## src/rtl/fetch_unit_pkg.sv

```systemverilog
// Shared types and constants for the instruction fetch / next-PC unit.
package fetch_unit_pkg;

  typedef enum logic [1:0] {
    S_IDLE = 2'd0,
    S_REQ  = 2'd1,
    S_HOLD = 2'd2,
    S_ERR  = 2'd3
  } fu_state_e;

  localparam logic [31:0] RESET_PC_DEFAULT = 32'h0000_3000;

  // Decoder control outputs for the held instruction.
  typedef struct packed {
    logic jr;
    logic jump;
    logic beq;
    logic bne;
    logic blez;
    logic bgtz;
  } ctrl_t;

  // Sign-extended branch offset in bytes.
  function automatic logic [31:0] branch_offset(input logic [15:0] imm);
    return {{14{imm[15]}}, imm, 2'b00};
  endfunction

endpackage

```

## src/rtl/fetch_unit_if.sv

```systemverilog
// Instruction-memory request/acknowledge bus.
interface fetch_unit_if;
  logic        req;
  logic [31:0] addr;
  logic        ack;
  logic [31:0] rdata;

  modport master (output req, output addr, input ack, input rdata);
  modport slave  (input req, input addr, output ack, output rdata);
endinterface

```

## src/rtl/fetch_unit_npc_calc.sv

```systemverilog
// Combinational next-PC selection: jr > jump > taken branch > sequential.
module fetch_unit_npc_calc
  import fetch_unit_pkg::*;
(
  input  logic [31:0] pc,
  input  logic [25:0] instr_idx,
  input  ctrl_t       ctrl,
  input  logic [31:0] rs_data,
  input  logic [31:0] rt_data,
  output logic [31:0] npc,
  output logic        misaligned
);

  logic [31:0] pc_plus4;
  logic        taken;

  assign pc_plus4 = pc + 32'd4;

  always_comb begin
    // NOTE: every signal written here gets a default first so no path can infer a latch.
    taken = 1'b0;
    if (ctrl.beq  && (rs_data == rt_data))  taken = 1'b1;
    if (ctrl.bne  && (rs_data != rt_data))  taken = 1'b1;
    if (ctrl.blez && ($signed(rs_data) <= 0)) taken = 1'b1;
    if (ctrl.bgtz && ($signed(rs_data) > 0))  taken = 1'b1;
  end

  always_comb begin
    npc = pc_plus4;
    if (ctrl.jr) begin
      npc = rs_data;
    end else if (ctrl.jump) begin
      npc = {pc_plus4[31:28], instr_idx, 2'b00};
    end else if (taken) begin
      npc = pc_plus4 + branch_offset(instr_idx[15:0]);
    end
  end

  // Only a jr target can carry nonzero low bits.
  assign misaligned = |npc[1:0];

endmodule

```

## src/rtl/fetch_unit.sv

```systemverilog
// Instruction fetch unit: owns the PC, fetches one word at a time and holds it
// for the decoder until it retires, then redirects via the npc calculator.
module fetch_unit
  import fetch_unit_pkg::*;
#(
  parameter logic [31:0] RESET_PC    = RESET_PC_DEFAULT,
  parameter bit          CHECK_ALIGN = 1'b1
) (
  input  logic        clk,
  input  logic        rst,
  fetch_unit_if.master imem,
  output logic        instr_valid,
  output logic [31:0] instr_o,
  output logic [5:0]  op_o,
  output logic [5:0]  funct_o,
  output logic [31:0] pc_o,
  output logic [31:0] pc_plus4_o,
  input  logic        dec_ready,
  input  logic        jump,
  input  logic        jr,
  input  logic        beq,
  input  logic        bne,
  input  logic        blez,
  input  logic        bgtz,
  input  logic [31:0] rs_data,
  input  logic [31:0] rt_data,
  output logic        fetch_err
);

  fu_state_e   state, state_next;
  logic [31:0] pc;
  logic [31:0] instr;
  logic [31:0] npc;
  logic        misaligned;
  logic        capture;
  logic        retire;
  logic        trap;
  ctrl_t       ctrl;

  assign ctrl = '{jr: jr, jump: jump, beq: beq, bne: bne, blez: blez, bgtz: bgtz};

  fetch_unit_npc_calc u_npc_calc (
    .pc         (pc),
    .instr_idx  (instr[25:0]),
    .ctrl       (ctrl),
    .rs_data    (rs_data),
    .rt_data    (rt_data),
    .npc        (npc),
    .misaligned (misaligned)
  );

  // NOTE: sequential state uses non-blocking assignments so all registers update together at the edge.
  always_ff @(posedge clk) begin
    if (rst) state <= S_IDLE;
    else     state <= state_next;
  end

  always_comb begin
    state_next = state;
    capture    = 1'b0;
    retire     = 1'b0;
    trap       = 1'b0;
    unique case (state)
      S_IDLE: state_next = S_REQ;
      S_REQ: begin
        if (imem.ack) begin
          capture    = 1'b1;
          state_next = S_HOLD;
        end
      end
      S_HOLD: begin
        if (dec_ready) begin
          if (CHECK_ALIGN && misaligned) begin
            trap       = 1'b1;
            state_next = S_ERR;
          end else begin
            retire     = 1'b1;
            state_next = S_REQ;
          end
        end
      end
      S_ERR: state_next = S_ERR;
      default: state_next = S_IDLE;
    endcase
  end

  // The instruction register is cleared on retire so the decoder sees a NOP while nothing is held.
  always_ff @(posedge clk) begin
    if (rst) begin
      pc        <= RESET_PC;
      instr     <= '0;
      fetch_err <= 1'b0;
    end else begin
      if (capture) instr <= imem.rdata;
      if (retire) begin
        pc    <= {npc[31:2], 2'b00};
        instr <= '0;
      end
      if (trap) begin
        instr     <= '0;
        fetch_err <= 1'b1;
      end
    end
  end

  assign imem.req    = (state == S_REQ);
  assign imem.addr   = pc;
  assign instr_valid = (state == S_HOLD);
  assign instr_o     = instr;
  assign op_o        = instr[31:26];
  assign funct_o     = instr[5:0];
  assign pc_o        = pc;
  assign pc_plus4_o  = pc + 32'd4;

endmodule

```

## src/flat_wrapper.sv

```systemverilog
// flat-port wrapper written by rule: the top's interface ports become plain ports
module fetch_unit_flat import fetch_unit_pkg::*;
#(
  parameter logic [31:0] RESET_PC    = RESET_PC_DEFAULT,
  parameter bit          CHECK_ALIGN = 1'b1
)
  (clk, rst, instr_valid, instr_o, op_o, funct_o, pc_o, pc_plus4_o, dec_ready, jump, jr, beq, bne, blez, bgtz, rs_data, rt_data, fetch_err, imem_req, imem_addr, imem_ack, imem_rdata);
  fetch_unit_if imem_i ();
  input  logic clk;
  input  logic rst;
  output logic instr_valid;
  output logic [31:0] instr_o;
  output logic [5:0] op_o;
  output logic [5:0] funct_o;
  output logic [31:0] pc_o;
  output logic [31:0] pc_plus4_o;
  input  logic dec_ready;
  input  logic jump;
  input  logic jr;
  input  logic beq;
  input  logic bne;
  input  logic blez;
  input  logic bgtz;
  input  logic [31:0] rs_data;
  input  logic [31:0] rt_data;
  output logic fetch_err;
  output wire logic [$bits(imem_i.req)-1:0] imem_req;
  output wire logic [$bits(imem_i.addr)-1:0] imem_addr;
  input wire logic [$bits(imem_i.ack)-1:0] imem_ack;
  input wire logic [$bits(imem_i.rdata)-1:0] imem_rdata;
  assign imem_req = imem_i.req;
  assign imem_addr = imem_i.addr;
  assign imem_i.ack = imem_ack;
  assign imem_i.rdata = imem_rdata;
  fetch_unit #(.RESET_PC(RESET_PC), .CHECK_ALIGN(CHECK_ALIGN)) u_core (.clk(clk), .rst(rst), .imem(imem_i), .instr_valid(instr_valid), .instr_o(instr_o), .op_o(op_o), .funct_o(funct_o), .pc_o(pc_o), .pc_plus4_o(pc_plus4_o), .dec_ready(dec_ready), .jump(jump), .jr(jr), .beq(beq), .bne(bne), .blez(blez), .bgtz(bgtz), .rs_data(rs_data), .rt_data(rt_data), .fetch_err(fetch_err));
endmodule
```

## config.mk

```make
export PLATFORM = sky130hd
export DESIGN_NAME = fetch_unit_flat
export DESIGN_NICKNAME = d
export VERILOG_FILES = /design/src/rtl/fetch_unit_pkg.sv /design/src/rtl/fetch_unit_if.sv /design/src/rtl/fetch_unit_npc_calc.sv /design/src/rtl/fetch_unit.sv /design/src/flat_wrapper.sv
export SDC_FILE = /design/constraint.sdc
export NUM_CORES = 1
export LEC_CHECK = 0
export BUFFER_PORTS_ARGS = -buffer_cell sky130_fd_sc_hd__buf_4
export CAP_MARGIN = 5
export CORE_MARGIN = 4
export CORE_UTILIZATION = 45
export CTS_CLUSTER_DIAMETER = 100
export DETAILED_ROUTE_END_ITERATION = 8
export GPL_TIMING_DRIVEN = 0
export PLACE_DENSITY_LB_ADDON = 0.08
export SLEW_MARGIN = 20
export SYNTH_ARGS = -nofsm -noshare
export SYNTH_HDL_FRONTEND = slang
export SYNTH_SLANG_ARGS = --single-unit
```

## constraint.sdc

```tcl
create_clock -name clk -period 3.43 [get_ports clk]
set_clock_uncertainty 0.1 [all_clocks]
set_input_delay 0.5145 -clock clk [delete_from_list [all_inputs] [get_ports clk]]
set_output_delay 0.5145 -clock clk [all_outputs]
set_load 0.01 [all_outputs]
```

== Word level (Yosys, flattened, before mapping) ==
Index checks and enable logic that the tools add are counted.
Cells by class
  add/subtract/negate cells: 2
  magnitude comparators: 2
  equality and inequality tests: 7
  multiplexer cells: 19
  reduce and logical (&&, ||, !) cells: 8
Operators by type and width (count)
  2-to-1 mux 32 bit: 3
  adder 32 x 3 -> 32 bit (second input constant): 1
  adder 32 bit: 1
  == test 32 bit: 1
  > comparator 32 x 1 -> 1 bit (second input constant): 1
  <= comparator 32 x 1 -> 1 bit (second input constant): 1
  inequality test 32 bit: 1
  2-to-1 mux 1 bit: 12
  one-hot mux 2 bit (4 select lines): 1
  2-to-1 mux 2 bit: 3
  == test 2 bit (second input constant): 2
  logical AND 1 bit: 4
  inequality test 2 x 1 -> 1 bit (second input constant): 2
  OR reduction 3 bit: 1
  == test 2 x 1 -> 1 bit (second input constant): 1
  logical NOT 2 bit: 1
  AND reduction 2 bit: 1
  OR reduction 2 bit: 1
Storage, ports and cells
  bits in registers: 65
  input port bits: 106
  output and inout port bits: 143
  word-level logic and storage cells: 42

== Depth between registers and ports, before layout ==
Gate-level depths: netlist (run 1).
  depth in word-level cells: 14
  gate-level depth with buffers: 17
  mapped depth without buffers: 16

== Cells and area by module ==
A second synthesis (run 1) with hierarchy kept.
Unflattened totals
  cells, all modules: 942
  area total of the unflattened synthesis: 6765.2 um^2
Modules (own cells, without submodules)
  fetch_unit_npc_calc: instances 1, cells each 526, area each 3584.7 um^2, sequential area each 0.0 um^2
  fetch_unit: instances 1, cells each 416, area each 3180.6 um^2, sequential area each 1301.2 um^2

== Worst setup path before layout (run 1) ==
No wires, ideal clock.
  kind: reg2reg
  start: register u_core.pc[3] (netlist: u_core.imem.addr[3])
  end: register u_core.pc[31] (netlist: u_core.imem.addr[31])
  arrival: 3769 ps
  required time: 3244 ps
  path slack: -524 ps
  cell stages (with the launch flop): 18
  path through: dfxtp_1 > ha_1 > nand2_1 > or3_4 > nor3_4 > and2_1 > nand3_1 > xnor2_1 > ha_1 > buf_2 > nand4_1 > o22a_1 > a22o_1 > a2111oi_0 > o31ai_1 > nor3_1 > xnor2_1 > a211oi_1
Between the ends
  word-level cells in the longest chain between the ends: 5
RTL lines
  start, declared: line fetch_unit.sv:31  | logic [31:0] pc;
  start signal, assigned: line fetch_unit.sv:96  | pc <= {npc[31:2], 2'b00};
  adder 32 x 3 -> 32 bit
  net pc_plus4_o[26]: line flat_wrapper.sv:16  | output logic [31:0] pc_plus4_o;
  adder 32 bit: line fetch_unit_npc_calc.sv:35  | npc = pc_plus4 + branch_offset(instr_idx[15:0]);
  2-to-1 mux 32 bit: line fetch_unit_npc_calc.sv:34  | end else if (taken) begin
  2-to-1 mux 32 bit: line fetch_unit_npc_calc.sv:32  | end else if (ctrl.jump) begin
  2-to-1 mux 32 bit: line fetch_unit_npc_calc.sv:30  | if (ctrl.jr) begin
The timed path passes the listed nets, and every way through them passes these cells.
A chain may end at the register's enable or synchronous reset.

== Worst setup path after layout (run 1) ==
  start: register u_core.pc[14] (netlist: u_core.imem.addr[14])
  end: register u_core.pc[31] (netlist: u_core.imem.addr[31])
Between the ends
  word-level cells in the longest chain between the ends: 5
RTL lines
  adder 32 x 3 -> 32 bit *: line fetch_unit_npc_calc.sv:17  | assign pc_plus4 = pc + 32'd4;
  adder 32 bit: line fetch_unit_npc_calc.sv:35
  2-to-1 mux 32 bit: line fetch_unit_npc_calc.sv:34
  2-to-1 mux 32 bit *: line fetch_unit_npc_calc.sv:32
  2-to-1 mux 32 bit *: line fetch_unit_npc_calc.sv:30
Every way passes the cells marked *; elsewhere a longest branch is shown, timed or not.

==> run summary, run 1 <==
status: finished, violations left
failing checks: setup timing
Layout fillers: 1,044
Clock Path Buffers: 2
via count: 7,815
worst hold path startpoint: imem_rdata[15]
CP most frequent cell: nand4_1
Post-synth ARST share: 0%
sequential power share: 34.5%
via/cell ratio: 5.86
Slew Limit Fails: 0
Post-Layout Cell Count: 1,334
Syn. warnings: 0
core area: 0.0134 mm²
Max stage delay on crit path: 0.41 ns
final setup violation count: 15
Post-Route WL: 27.9 mm
GRT met1 Usage: 42.3%
Comb power frac: 29.9%
DIE WIDTH: 126 µm
Cell variety after synth: 77
critical path data arrival time: 4.01 ns
routability congestion estimate from global placement: 0.949
global route total overflow: 0
# H-tree levels: 3
area of the multi-input gates: 0.00518 mm²
layout cells sized above 1: 44.6%
total track usage: 32.1%
clock-pin slew on the worst setup and hold paths: 0.05 ns
Root Driver: clkbuf_16
Rows: 42
CTS tree: yes
Max Freq: 0.259 GHz
PD cells: 245 mW/mm²
Buf/Inv on CP: 1
Final Critical Period: 3.87 ns
vias in the first global route: 7,367
Pwr Total: 2.43 mW
Clk pwr share: 35.6%
die span in y: 126 µm
# IOs: 249
Fin. Hold Viols: 0
Port Buffer Count: 240
Cells after Synth: 836
Net Sw Frac: 31.7%
TritonCTS Buffers: 9
CP Capture Type: flip-flop
MaxCap Viol Count: 0
CP max-delay cell: dfxtp_2
Ant. Diodes: 0
Reg2Reg Setup Slack: -0.44 ns
Avg Inst Size Synth: 7.47 µm²
routed length per instance: 20.9 µm
largest net degree at the start of global routing: 26
grt met2 use: 53.2%
Max VDD drop: 0.192 mV
pre-CTS setup slack: -0.884 ns
crit-path leading delay family: simple AND/OR/NAND/NOR gates
Starting DRT DRC Count: 821
GR peak layer: met2
cell area after synthesis: 0.00624 mm²
post-layout util: 74.1%
Seq. cell area: 0.00134 mm²
crit path max fanout: 5
DR DRC count: 0
Post-synth EDFFs: 0
Placed Instances: 1,257
Die Footprint: 0.0158 mm²
clk_lat worst skew: 0.34 ns
Post-DRT Antenna Nets: 0
Pleak: 4.34 nW
GR Util met3: 7.96%
global-route wire length before repair: 40.8 mm
Slew HR: 41.2%
clock sink count: 65
post-detail-place hpwl: 20.1 mm
TritonRoute pass-1 iters: 8
Critical Path RT: 3.57 ns
worst reg2reg startpoint: u_core.imem.addr[14]
antenna violations before repair: 0
nets: 1,296
Critical Path Start: u_core.imem.addr[14]
Worst Setup Start Kind: flip-flop
HP Class: in -> reg
critical path class: reg -> reg
cell breakdown of the critical path: nand4_1 > nor4_4 > and2_4 > nand2_1 > xnor2_4 > ha_1 > nand4_1 > buf_4 > nor2_2 > a21oi_2 > a2111oi_4 > o31ai_2 > nor3_2 > xnor2_1 > a211oi_1
flops & latches, synth: 65
internal power: 1.66 mW
unrepaired setup endpoints after global routing: yes
Worst Max-Slew Pin Slew: 0.882 ns
Synth Flop Type: dfxtp_1
register area share after synthesis: 20.8%
switching pwr: 0.771 mW
period utilization: 113%
fin worst setup slack: -0.437 ns
Syn-to-layout area delta: 59.2%
Initial Util: 46.6%
==> state kept, by name, summed over array words and instances, names as in the netlist <==
signal,count
u_core.state,2
u_core.fetch_err,1
u_core.instr_o,32
u_core.imem.addr,30
==> through the flow <==
stage	TNS, ns	instance area, µm²	hold slack, ns
after global placement	-6.56	8370	0.364
after detailed placement	-6.42	8370	0.368
after floorplan	-0.618	6350	0.378
after CTS	-3.05	9340	0.321
final	-3.87	9930	0.321
after global routing	-6.21	9930	0.326
==> synth_stat cells (all sizes together), types with 4 or more instances <==
master | count | share of area (%)
nand2 | 129 | 7.8
a21oi | 84 | 6.7
xnor2 | 67 | 9.5
dfxtp | 65 | 21
nor2 | 61 | 3.7
buf | 56 | 6.6
o21ai | 39 | 3.1
ha | 36 | 7.2
clkbuf | 29 | 1.7
inv | 23 | 1.4
a211oi | 22 | 2.9
nand4 | 22 | 2.3
o211ai | 15 | 1.8
xor2 | 15 | 2.1
and3 | 14 | 1.4
nand3 | 14 | 1.1
nor3 | 12 | 1.3
nor4 | 12 | 1.4
mux2 | 10 | 1.8
o21a | 8 | 0.96
a21o | 7 | 0.84
or3 | 7 | 0.78
a31oi | 6 | 0.60
o2111ai | 6 | 0.84
a32oi | 5 | 0.70
and2 | 5 | 0.54
nor2b | 5 | 0.50
a221oi | 4 | 0.66
o211a | 4 | 0.64
o21bai | 4 | 0.48
o31ai | 4 | 0.56
or2 | 4 | 0.40
==> routing by layer <==
layer / up-vias / wire [µm]
li1: 3585 / -
met2: 485 / 13300
met4: 0 / 728
met1: 3673 / 10900
met3: 72 / 2980
met5: - / 0
==> repair_timing <==
action                     in CTS  in global routing
hold buffers                    0                  0
setup buffers                  41                 24
resized for setup              74                 87
setup endpoints to repair      17                 20
pin swaps                      48                 60
==> worst register-to-register path, delay by kind of cell (launching register included) <==
kind,cells,cell delay (ns)
compound gates,4,0.86
xor+xnor,2,0.31
fa+ha+maj,1,0.40
buf+inv,1,0.17
flops,1,0.41
simple gates,7,1.54
==> layout by cell type (no fill, tap or decap), drive strengths merged, types with 5 or more instances in the layout <==
cell and instances:
inv 23, nand2 129, o21a 8, nand3 14, o2111ai 6, or3 7, a32oi 5, clkbuf 40
o211ai 15, nor4 12, nor3 12, clkinv 5, a21o 7, and3 14, buf 359, nor2 61
nand4 22, and2 5, nor2b 5, a21oi 84, dfxtp 65, conb 6, o21ai 39, a211oi 22
a31oi 6, xor2 15, ha 36, mux2 10, xnor2 67
==> logic make-up (layout without fill, tap and decap cells) <==
kind of cell    Yosys count  count (layout)  share of synthesized area [%]
buf+inv                 110             427                           9.84
xor+xnor                 82              82                           11.6
compound gates          231             231                           25.0
flops                    65              65                           20.8
other cells               1               6                         0.0601
fa+ha+maj                37              37                           7.54
simple gates            297             297                           22.8
mux                      13              13                           2.28
==> worst paths after layout <==
path                          end  cells after the start
max          u_core.imem.addr[31]                     15
min            u_core.instr_o[15]                      3
max reg2reg  u_core.imem.addr[31]                     15
min reg2reg    u_core.instr_o[30]                      2
==> layout make-up <==
cell class	count	area share, %
clock buffers	13	2.62
inverters	25	0.945
plain buffers	82	5.18
well taps	176	2.22
multi-input cells	666	52.1
flip-flops and latches	65	13.5
clock inverters	3	0.151
repair buffers	304	23.2
==> power groups by stage <==
| stage | combinational [mW] | sequential [mW] | clock (mW) |
|---|---|---|---|
| global placement | 0.619 | 0.848 | 0 |
| global route | 0.776 | 0.842 | 0.891 |
| detailed placement | 0.623 | 0.848 | 0 |
| floorplan | 0.321 | 0.843 | 0 |
| CTS | 0.669 | 0.834 | 0.862 |
| finish | 0.727 | 0.839 | 0.867 |
(Power assumes the default switching activity.)
==> run 2, diff against run 1 <==
--- a/config.mk
+++ b/config.mk
@@ -5,10 +5,11 @@
 export SDC_FILE = /design/constraint.sdc
 export NUM_CORES = 1
 export LEC_CHECK = 0
+export ABC_AREA = 1
 export BUFFER_PORTS_ARGS = -buffer_cell sky130_fd_sc_hd__buf_4
 export CAP_MARGIN = 5
 export CORE_MARGIN = 4
-export CORE_UTILIZATION = 45
+export CORE_UTILIZATION = 47
 export CTS_CLUSTER_DIAMETER = 100
 export DETAILED_ROUTE_END_ITERATION = 8
 export GPL_TIMING_DRIVEN = 0
==> run summary, run 2 <==
period utilization: 94.6% (-18 points)
Max Freq: 0.308 GHz (+19%)
fin worst setup slack: 0.185 ns (+0.622 ns)
Synth Flop Type: dfxtp_1
layout cells sized above 1: 33.4% (-11 points)
Synth top area share: 21.9% (+1.0 points)
largest net degree at the start of global routing: 25 (-3.8%)
Critical Path Start: u_core.imem.addr[2]
die span in y: 130 µm (+3.0%)
register area share after synthesis: 18.7% (-2.1 points)
CP most frequent cell: nand2_1
Post-Route WL: 27.1 mm (-3.1%)
critical path class: reg -> reg
routability congestion estimate from global placement: 0.976 (+2.9%)
CP max-delay cell: dfxtp_4
Buf/Inv on CP: 3 (+2)
antenna violations before repair: 0 (unchanged)
Max stage delay on crit path: 0.39 ns (-0.02 ns)
Max VDD drop: 0.310 mV (+62%)
Post-Layout Cell Count: 1,648 (+24%)
worst reg2reg startpoint: u_core.imem.addr[2]
Layout fillers: 1,347 (+29%)
clock sink count: 65 (unchanged)
core area: 0.0145 mm² (+8.5%)
critical path data arrival time: 3.38 ns (-0.63 ns)
Pleak: 5.31 nW (+22%)
Final Critical Period: 3.25 ns (-0.622 ns)
max reg flops: 32 (unchanged)
Clock Path Buffers: 2 (unchanged)
count leader, synth: nand2_1
via count: 8,707 (+11%)
Starting DRT DRC Count: 713 (-13%)
vias in the first global route: 7,965 (+8.1%)
flops & latches, synth: 65 (unchanged)
total track usage: 30.6% (-1.5 points)
hold_ws: 0.291 ns (-0.0309 ns)
CTS hold repair buffers: 0 (unchanged)
Syn. warnings: 0 (unchanged)
global-route wire length before repair: 40.3 mm (-1.3%)
TritonCTS Buffers: 9 (unchanged)
Ant. Diodes: 0 (unchanged)
Placed Instances: 1,612 (+28%)
Die Footprint: 0.0168 mm² (+6.2%)
post-layout util: 69.1% (-5.1 points)
Rows: 44 (+4.8%)
most common cell after layout, fill and taps aside: nand2_1
Sum Neg Setup Slack: 0 ns (+3.87 ns)
top cells by area, synth: nand2_1, dfxtp_1, a21oi_1, ha_1, inv_1
cell area after synthesis: 0.00695 mm² (+11%)
worst hold path startpoint: rst
nets: 1,602 (+24%)
Yosys top cell by area: nand2_1
Post-synth ARST share: 0% (unchanged)
Root Driver: clkbuf_16
Critical Path RT: 3.56 ns (about the same)
Worst Setup Start Kind: flip-flop
crit-path leading delay family: simple AND/OR/NAND/NOR gates
crit path max fanout: 6 (+1)
unrepaired setup endpoints after global routing: yes
pre-CTS setup slack: -0.783 ns (+0.101 ns)
Cells after Synth: 1,181 (+41%)
via/cell ratio: 5.28 (-9.8%)
TritonRoute pass-1 iters: 6 (-2)
Port Buffer Count: 242 (+0.83%)
Post-synth EDFFs: 0 (unchanged)
clock-pin slew on the worst setup and hold paths: 0.06 ns (about the same)
Fin. Hold Viols: 0 (unchanged)
DR DRC count: 0 (unchanged)
Syn-to-layout area delta: 44.4%
Cell variety after synth: 41 (-47%)
status: finished, final reports clean
PD cells: 240 mW/mm² (-1.8%)
# H-tree levels: 3 (unchanged)
CTS tree: yes
Slew HR: 45.4% (+4.2 points)
Post-DRT Antenna Nets: 0 (unchanged)
Post-synth top cells: nand2_1, a21oi_1, inv_1, nor2_1, nand3_1
Avg Inst Size Synth: 5.88 µm² (-21%)
final setup violation count: 0 (-15)
Slew Limit Fails: 0 (unchanged)
Worst Max-Slew Pin Slew: 0.820 ns (-0.0627 ns)
post-detail-place hpwl: 21.9 mm (+8.8%)
global route total overflow: 0 (unchanged)
# IOs: 249 (unchanged)
HP Class: in -> reg
DIE WIDTH: 130 µm (+3.0%)
routed length per instance: 16.4 µm (-22%)
CP Capture Type: flip-flop
cell breakdown of the critical path: ha_4 > nand2_2 > nor2_4 > buf_4 > buf_4 > xnor2_1 > inv_1 > ha_1 > nand2_1 > nand3b_1 > nand2_2 > nand3_1 > nand2_1 > nand2_1 > nand2_1 > nand2_1 > nand2_1 > nand3_1 > nand3_1 > nand2_1 > nand2_1 > nand2_1
Initial Util: 47.8% (+1.2 points)
clk_lat worst skew: 0.34 ns (about the same)
commonest non-fill, non-tap cells in the layout: nand2_1, buf_4, inv_1
MaxCap Viol Count: 0 (unchanged)
-- run 2: changes by cell type in the layout (fill, tap and decap cells not counted), sizes merged, moves of 10 or more --
cell,before,now
a21oi,84,103
nand2,129,419
nand3,14,76
a211oi,22,0
buf,359,318
xnor2,67,36
mux2,10,0
o211ai,15,0
and3,14,0
inv,23,117
nor2,61,103
-- run 2: cell type report --
cell class	instances	area, µm²	share of cell area [%]
tap	184	230	2.29
multi-input combinational	927	5240	52.2
sequential	65	1360	13.6
buffer	77	490	4.89
timing repair buffer	262	1970	19.6
inverter	117	443	4.41
clock inverter	6	66.3	0.661
clock buffer	10	239	2.38
-- run 2: per-layer routing --
metal | routed length, µm | global-route usage (%) | share of wire, % | vias to the layer above
met4 | 1040 | 12.1 | 3.8 | 0
met3 | 2310 | 5.56 | 8.5 | 68
met5 | 0 | 0 | 0 | -
li1 | - | - | - | 4304
met1 | 11000 | 39.6 | 41 | 3953
met2 | 12700 | 50.3 | 47 | 382
-- run 2: worst register-to-register path, cell delays in order, from the launching register on --
cell	delay [ns]
dfxtp_4	0.39
ha_4	0.16
nand2_2	0.09
nor2_4	0.19
buf_4	0.14
buf_4	0.10
xnor2_1	0.10
inv_1	0.12
ha_1	0.37
nand2_1	0.10
nand3b_1	0.18
nand2_2	0.13
nand3_1	0.08
nand2_1	0.18
nand2_1	0.10
nand2_1	0.07
nand2_1	0.05
nand2_1	0.10
nand3_1	0.08
nand3_1	0.09
nand2_1	0.09
nand2_1	0.09
nand2_1	0.04
-- run 2: path summary, 6_finish.rpt --
check	to	slack, ns	cells past startpoint
setup / recovery	u_core.imem.addr[20]	0.18	22
hold reg to reg	u_core.fetch_err	0.37	2
hold / removal	u_core.fetch_err	0.29	2
setup reg to reg	u_core.imem.addr[20]	0.18	22
-- run 2: timing repair --
action	4_1_cts	5_1_grt
setup endpoints to repair	24	19
gates resized for setup	30	117
pin swaps	4	15
setup buffers	7	13
-- run 2: kinds of logic (layout without fill, tap and decap cells) --
group	count (synthesis)	count (layout)	synth area share [%]
other	1	6	0.0540
buffers and inverters	194	472	13.4
xor gates and xnor gates	60	60	7.56
adders and majority gates	37	37	6.77
DFF	65	65	18.7
and+or+nand+nor	660	660	41.1
AOI/OAI and AO/OA	164	164	12.5
-- run 2: through the flow --
| stage | instance area (µm²) | power [mW] |
|---|---|---|
| after floorplan | 6970 | 1.16 |
| after global placement | 9010 | 1.43 |
| after detailed placement | 9010 | 1.44 |
| after CTS | 9510 | 2.39 |
| after global routing | 10000 | 2.51 |
| final | 10000 | 2.41 |
-- run 2: power breakdown --
group / total [mW] / internal (mW) / switching [mW]
Sequential: 0.828 / 0.775 / 0.0524
Combinational: 0.624 / 0.289 / 0.334
Clock: 0.961 / 0.585 / 0.376
Total: 2.41 / 1.65 / 0.763
